===== src/rtl/arb_pkg.sv =====
// Shared definitions for the round-robin arbiter.
//   arb_state_e    : controller state (IDLE, GRANT)
//   ARB_N_DEF      : default number of requesters
//   ARB_MAX_HOLD_DEF : default hold limit before forced release
//   onehot_to_idx  : binary index of the (single) set bit of a one-hot vector
package arb_pkg;

    typedef enum logic [0:0] {
        IDLE  = 1'b0,
        GRANT = 1'b1
    } arb_state_e;

    localparam int ARB_N_DEF        = 4;
    localparam int ARB_MAX_HOLD_DEF = 8;

    // Returns the index of the lowest set bit; 0 for an all-zero vector.
    function automatic int unsigned onehot_to_idx(input logic [31:0] oh);
        int unsigned idx;
        idx = 0;
        for (int i = 31; i >= 0; i--) begin
            if (oh[i]) idx = i;
        end
        return idx;
    endfunction

endpackage


===== src/rtl/rr_pick.sv =====
// Combinational rotating-priority picker.
//   req     : request vector
//   ptr     : highest-priority position this round
//   any     : at least one request is set
//   win_idx : first set bit of req scanning ptr, ptr+1, ... wrapping N-1 -> 0
module rr_pick #(
    parameter int N     = 4,
    parameter int IDX_W = $clog2(N)
) (
    input  logic [N-1:0]     req,
    input  logic [IDX_W-1:0] ptr,
    output logic             any,
    output logic [IDX_W-1:0] win_idx
);

    logic [2*N-1:0]   dbl;
    logic [N-1:0]     rot;
    logic [IDX_W-1:0] off;
    logic [IDX_W:0]   sum;

    always_comb begin
        // Doubling the vector turns the rotate-right into a plain part-select.
        dbl = {req, req};
        rot = dbl[ptr +: N];
        off = '0;
        for (int j = N - 1; j >= 0; j--) begin
            if (rot[j]) off = IDX_W'(j);
        end
        sum = {1'b0, off} + {1'b0, ptr};
        if (sum >= (IDX_W + 1)'(N)) sum = sum - (IDX_W + 1)'(N);
        win_idx = sum[IDX_W-1:0];
        any     = |req;
    end

endmodule


===== src/rtl/rr_arbiter_ctrl.sv =====
// Round-robin arbiter with registered one-hot grant and optional pre-emption.
//   clk, rst_n : clock, synchronous active-low reset
//   req        : level requests, held high while the resource is needed
//   gnt        : registered one-hot grant, zero when idle
//   gnt_idx    : index of the current / last owner (not cleared on release)
//   gnt_valid  : registered copy of |gnt
//   preempt    : one-cycle pulse after a forced release
//   dbg_state  : current controller state (arb_state_e encoding)
// There is no handshake: an owner keeps gnt while its req stays high and
// releases it by dropping req; the resource then idles for one cycle.
module rr_arbiter_ctrl
    import arb_pkg::*;
#(
    parameter int N        = ARB_N_DEF,
    parameter int IDX_W    = $clog2(N),
    parameter int MAX_HOLD = ARB_MAX_HOLD_DEF,
    parameter int CNT_W    = 8
) (
    input  logic             clk,
    input  logic             rst_n,
    input  logic [N-1:0]     req,
    output logic [N-1:0]     gnt,
    output logic [IDX_W-1:0] gnt_idx,
    output logic             gnt_valid,
    output logic             preempt,
    output logic [0:0]       dbg_state
);

    // Last hold_cnt value of a full MAX_HOLD-cycle tenure.
    localparam logic [CNT_W-1:0] HOLD_LIM =
        (MAX_HOLD == 0) ? '0 : CNT_W'(MAX_HOLD - 1);

    arb_state_e       state_q, state_d;
    logic [N-1:0]     gnt_q, gnt_d;
    logic [IDX_W-1:0] idx_q, idx_d;
    logic             valid_q, valid_d;
    logic             preempt_q, preempt_d;
    logic [IDX_W-1:0] ptr_q, ptr_d;
    logic [CNT_W-1:0] hold_q, hold_d;

    logic             pick_any;
    logic [IDX_W-1:0] pick_idx;
    logic [IDX_W:0]   ptr_nxt;
    logic [IDX_W-1:0] owner;

    rr_pick #(.N(N), .IDX_W(IDX_W)) u_pick (
        .req     (req),
        .ptr     (ptr_q),
        .any     (pick_any),
        .win_idx (pick_idx)
    );

    always_ff @(posedge clk) begin
        if (!rst_n) begin
            state_q   <= IDLE;
            gnt_q     <= '0;
            idx_q     <= '0;
            valid_q   <= 1'b0;
            preempt_q <= 1'b0;
            ptr_q     <= '0;
            hold_q    <= '0;
        end else begin
            state_q   <= state_d;
            gnt_q     <= gnt_d;
            idx_q     <= idx_d;
            valid_q   <= valid_d;
            preempt_q <= preempt_d;
            ptr_q     <= ptr_d;
            hold_q    <= hold_d;
        end
    end

    always_comb begin
        state_d   = state_q;
        gnt_d     = gnt_q;
        idx_d     = idx_q;
        preempt_d = 1'b0;
        ptr_d     = ptr_q;
        hold_d    = hold_q;
        owner     = IDX_W'(onehot_to_idx(32'(gnt_q)));
        ptr_nxt   = {1'b0, pick_idx} + 1'b1;
        if (ptr_nxt >= (IDX_W + 1)'(N)) ptr_nxt = '0;

        unique case (state_q)
            IDLE: begin
                if (pick_any) begin
                    gnt_d   = N'(1) << pick_idx;
                    idx_d   = pick_idx;
                    hold_d  = '0;
                    ptr_d   = ptr_nxt[IDX_W-1:0];
                    state_d = GRANT;
                end
            end
            GRANT: begin
                if (!req[owner]) begin
                    gnt_d   = '0;
                    state_d = IDLE;
                end else if ((MAX_HOLD != 0) && (hold_q >= HOLD_LIM) &&
                             ((req & ~gnt_q) != '0)) begin
                    // '>=' lets a saturated, uncontended owner be pre-empted
                    // as soon as a competitor shows up.
                    gnt_d     = '0;
                    preempt_d = 1'b1;
                    state_d   = IDLE;
                end else if (hold_q != '1) begin
                    hold_d = hold_q + 1'b1;
                end
            end
            default: state_d = IDLE;
        endcase

        valid_d = |gnt_d;
    end

    assign gnt       = gnt_q;
    assign gnt_idx   = idx_q;
    assign gnt_valid = valid_q;
    assign preempt   = preempt_q;
    assign dbg_state = state_q;

endmodule

===== config.mk =====
export PLATFORM = sky130hd
export DESIGN_NAME = rr_arbiter_ctrl
export DESIGN_NICKNAME = d
export VERILOG_FILES = /design/src/rtl/arb_pkg.sv /design/src/rtl/rr_pick.sv /design/src/rtl/rr_arbiter_ctrl.sv
export SDC_FILE = /design/constraint.sdc
export NUM_CORES = 1
export LEC_CHECK = 0
export CAP_MARGIN = 30
export CORE_AREA = 5 5 60 62
export DETAILED_ROUTE_END_ITERATION = 10
export DIE_AREA = 0 0 65 67
export HOLD_SLACK_MARGIN = 0.1
export PLACE_DENSITY = 0.6
export SLEW_MARGIN = 40
export SYNTH_ARGS = -nofsm -noshare
export SYNTH_HDL_FRONTEND = slang
export SYNTH_SLANG_ARGS = --single-unit

===== constraint.sdc =====
create_clock -name clk -period 6 [get_ports clk]
set_input_delay 0.6 -clock clk [delete_from_list [all_inputs] [get_ports clk]]
set_output_delay 0.6 -clock clk [all_outputs]
set_load 0.02 [all_outputs]

==> results.md <==
- Status: finished clean
- Syn_area_per_cell: 7.96 µm²
- Number of global-route vias before repair: 976
- Fillers: 300
- Placer Congestion: 0.838
- Cells after synthesis: 146
- CTS root buf: clkbuf_4
- Ant. Diodes: 0
- Width of the chip: 65 µm
- Post-synthesis to final-layout area growth: 15.1%
- Via count: 1088
- Ys async rst share: 0%
- Global-route wire length before repair: 4350 µm
- CTS tree: done
- Leakage power: 0.512 nW
- Worst setup path category: in2reg
- Post-synthesis compound-gate area fraction: 24.3%
- FF+latch area: 380 µm²
- Cells along the critical path: clkdlybuf4s50_1 > inv_1 > o311a_1 > o21ai_0 > ha_1 > xnor2_1 > xnor2_1 > inv_1 > ha_1 > nor3_1 > o21ai_0 > a32o_1
- CP max-delay cell: clkdlybuf4s50_1
- Worst Tran Pin Value: 617 ps
- Antenna violations before repair: 0
- RSZ-0062 raised after global routing: false
- Post-route cell area: 0.00134 mm²
- Initial DRC Count: 36
- Port Buffers: 14
- Sequential-to-total area share from yosys stat: 32.7%
- Htree depth: 1
- Largest net degree at the start of global routing: 17
- Max-cap viol count: 0
- Synth Flop Type: dfxtp_1
- Starting density of the core: 39.0%
- Proportion of synthesized area in mux cells: 1.72%
- Netlist cell types: 46
- CP max stage delay: 600 ps
- CORE AREA: 0.00298 mm²
- Startpoint type of the worst setup path: primary input
- Clk_lat worst skew: 310 ps
- Final number of hold-violating endpoints: 0
- Hold/Removal Path Class: reg2reg
- Fraction of synthesized cell area in xor and xnor cells: 2.26%
- Max Fclk: 0.325 GHz
- Critical Path Sink Type: flip-flop
- Total GRT Usage: 12.7%
- # rows: 20
- Clk_skew: 8.95 ps
- PwrDens: 398 mW/mm²
- Maximum fanout along the worst path: 7
- Crit path required time: 6210 ps
- Final Cycle Share: 51.3%
- Num ports: 15
- Fin crit period: 3080 ps
- Hold buffers post-CTS: 0
- Fin nets: 169
- Postcts setup bufs: 0
- Setup TNS: 0 ps
- Syn nets: 156
- CTS sink count: 19
- Synth warnings: 0
- Vias per inst: 5.70
- Number of synthesized flops with an enable pin: 0
- Largest family of logic cells by synthesized area: simple AND/OR/NAND/NOR gates
- Hpwl dp: 1970 µm
- Drt drc: 0
- VDD IR max: 0.223 mV
- Synth Area in Simple Gates: 29.8%
- Adder-Cell Fraction of Synth Area: 4.31%
- Die area: 0.00436 mm²
- Share of layout cells above drive strength 1: 5.70%
- WP data arrival: 3280 ps
- Total gr overflow: 0
- Longest Clk Path Bufs: 2
- Wire length per cell: 13.7 µm
- Netlist Area Pre-Place: 0.00116 mm²
- Post-synthesis register bit count: 19
- Die Height: 67 µm
- Total CTS buffers: 3
- Max Slew Vio Count: 0
- Initial DRT Pass Iterations: 4
- Final ANT Viol Nets: 0
- Clock slew at reported path FFs: 110 ps
- DRT Wirelength: 2610 µm
- Area of placed instances: 0.00131 mm²
- Max-slew headroom: 58.5%
- Post_cts resized: 0
- Count of final setup violators: 0
- Multi-input gate area: 726 µm²
[cells in the mapped netlist, drive strengths merged, types with 4 or more instances]
cell type | instances | area [µm²]
nand3 | 6 | 30.0
inv | 6 | 22.5
nor2 | 19 | 71.3
nor3 | 5 | 25.0
o21ai | 5 | 25.0
dfxtp | 19 | 380
ha | 4 | 50.1
nand2 | 17 | 68.8
nand2b | 6 | 37.5
a21oi | 7 | 35.0
clkbuf | 4 | 15.0
[cell families (layout without fill, tap and decap cells)]
family                     count (synthesis)  after routing
and+or+nand+nor                           69             69
buffers and inverters                     12             24
AOI/OAI and AO/OA                         37             37
xor gates and xnor gates                   3              3
adders and majority gates                  4              4
DFF                                       19             19
muxes                                      2              2
[worst paths after layout]
path | end | slack (ps) | cells after the start | start
worst max-delay path | gnt_valid$_SDFF_PN0_ | 2920 | 12 | req[3]
worst min-delay path | gnt_idx[0]$_SDFFE_PN0P_ | 480 | 2 | gnt_idx[0]$_SDFFE_PN0P_
worst max register to register | gnt_valid$_SDFF_PN0_ | 3390 | 11 | ptr_q[0]$_SDFFE_PN0P_
worst min register to register | gnt_idx[0]$_SDFFE_PN0P_ | 480 | 2 | gnt_idx[0]$_SDFFE_PN0P_
[cells in the final DEF, fill, tap and decap left out, types with 2 or more instances in the layout]
master,count
clkbuf_4,3
nand3_1,6
xnor2_1,3
ha_1,4
o31ai_1,2
dfxtp_1,19
nand2_1,15
o311a_1,2
and3_1,2
a21oi_1,7
inv_1,6
nor3b_1,2
o21a_1,3
nand2_2,2
nor4_1,2
mux2i_1,2
nor2_1,19
o21ai_0,5
nor3_1,5
clkdlybuf4s50_1,14
or4_1,3
nand2b_1,6
o32ai_1,2
o211a_1,2
[registers in the layout (all words and copies together), names as in the netlist]
name / flops
gnt_idx: 2
preempt: 1
hold_q: 8
ptr_q: 2
gnt_valid: 1
dbg_state: 1
gnt: 4
[power breakdown]
part           leakage (nW)  internal (W)  switching (W)
clock                0.0177     0.0000250      0.0000417
sequential            0.155      0.000152      0.0000388
combinational         0.339      0.000125       0.000150
[critical path, delay by kind of cell]
| kind | cells | cell delay [ps] |
|---|---|---|
| AOI/OAI and AO/OA | 4 | 890 |
| xor gates and xnor gates | 2 | 330 |
| adders and majority gates | 2 | 430 |
| buffers and inverters | 3 | 880 |
| and+or+nand+nor | 1 | 150 |
[final cells by class]
cell class	count	area share, %
inverters	6	1.68
clock buffers	3	1.68
multi-input cells	115	54.3
repair buffers	14	10.5
well taps	33	3.09
clock inverters	1	0.374
flip-flops and latches	19	28.4
[stage by stage]
stage	power (W)	util, %	setup slack [ps]	hold WS (ps)	instances
CTS	0.000535	44.9	2910	490	191
detailed placement	0.000468	44.0	2600	469	187
finish	0.000532	44.9	2920	482	191
global route	0.000579	44.9	2620	516	191
floorplan	0.000389	-	3300	451	146
global placement	0.000467	44.0	2720	464	187
[routing by layer]
metal | wire length (µm) | vias to the layer above | global-route usage, %
met3 | 122 | 6 | 3.04
met4 | 46 | 0 | 3.96
met1 | 1310 | 497 | 17.3
li1 | - | 562 | -
met2 | 1140 | 23 | 19.8
met5 | 0 | - | 0
Power figures use the tool's default switching activity.
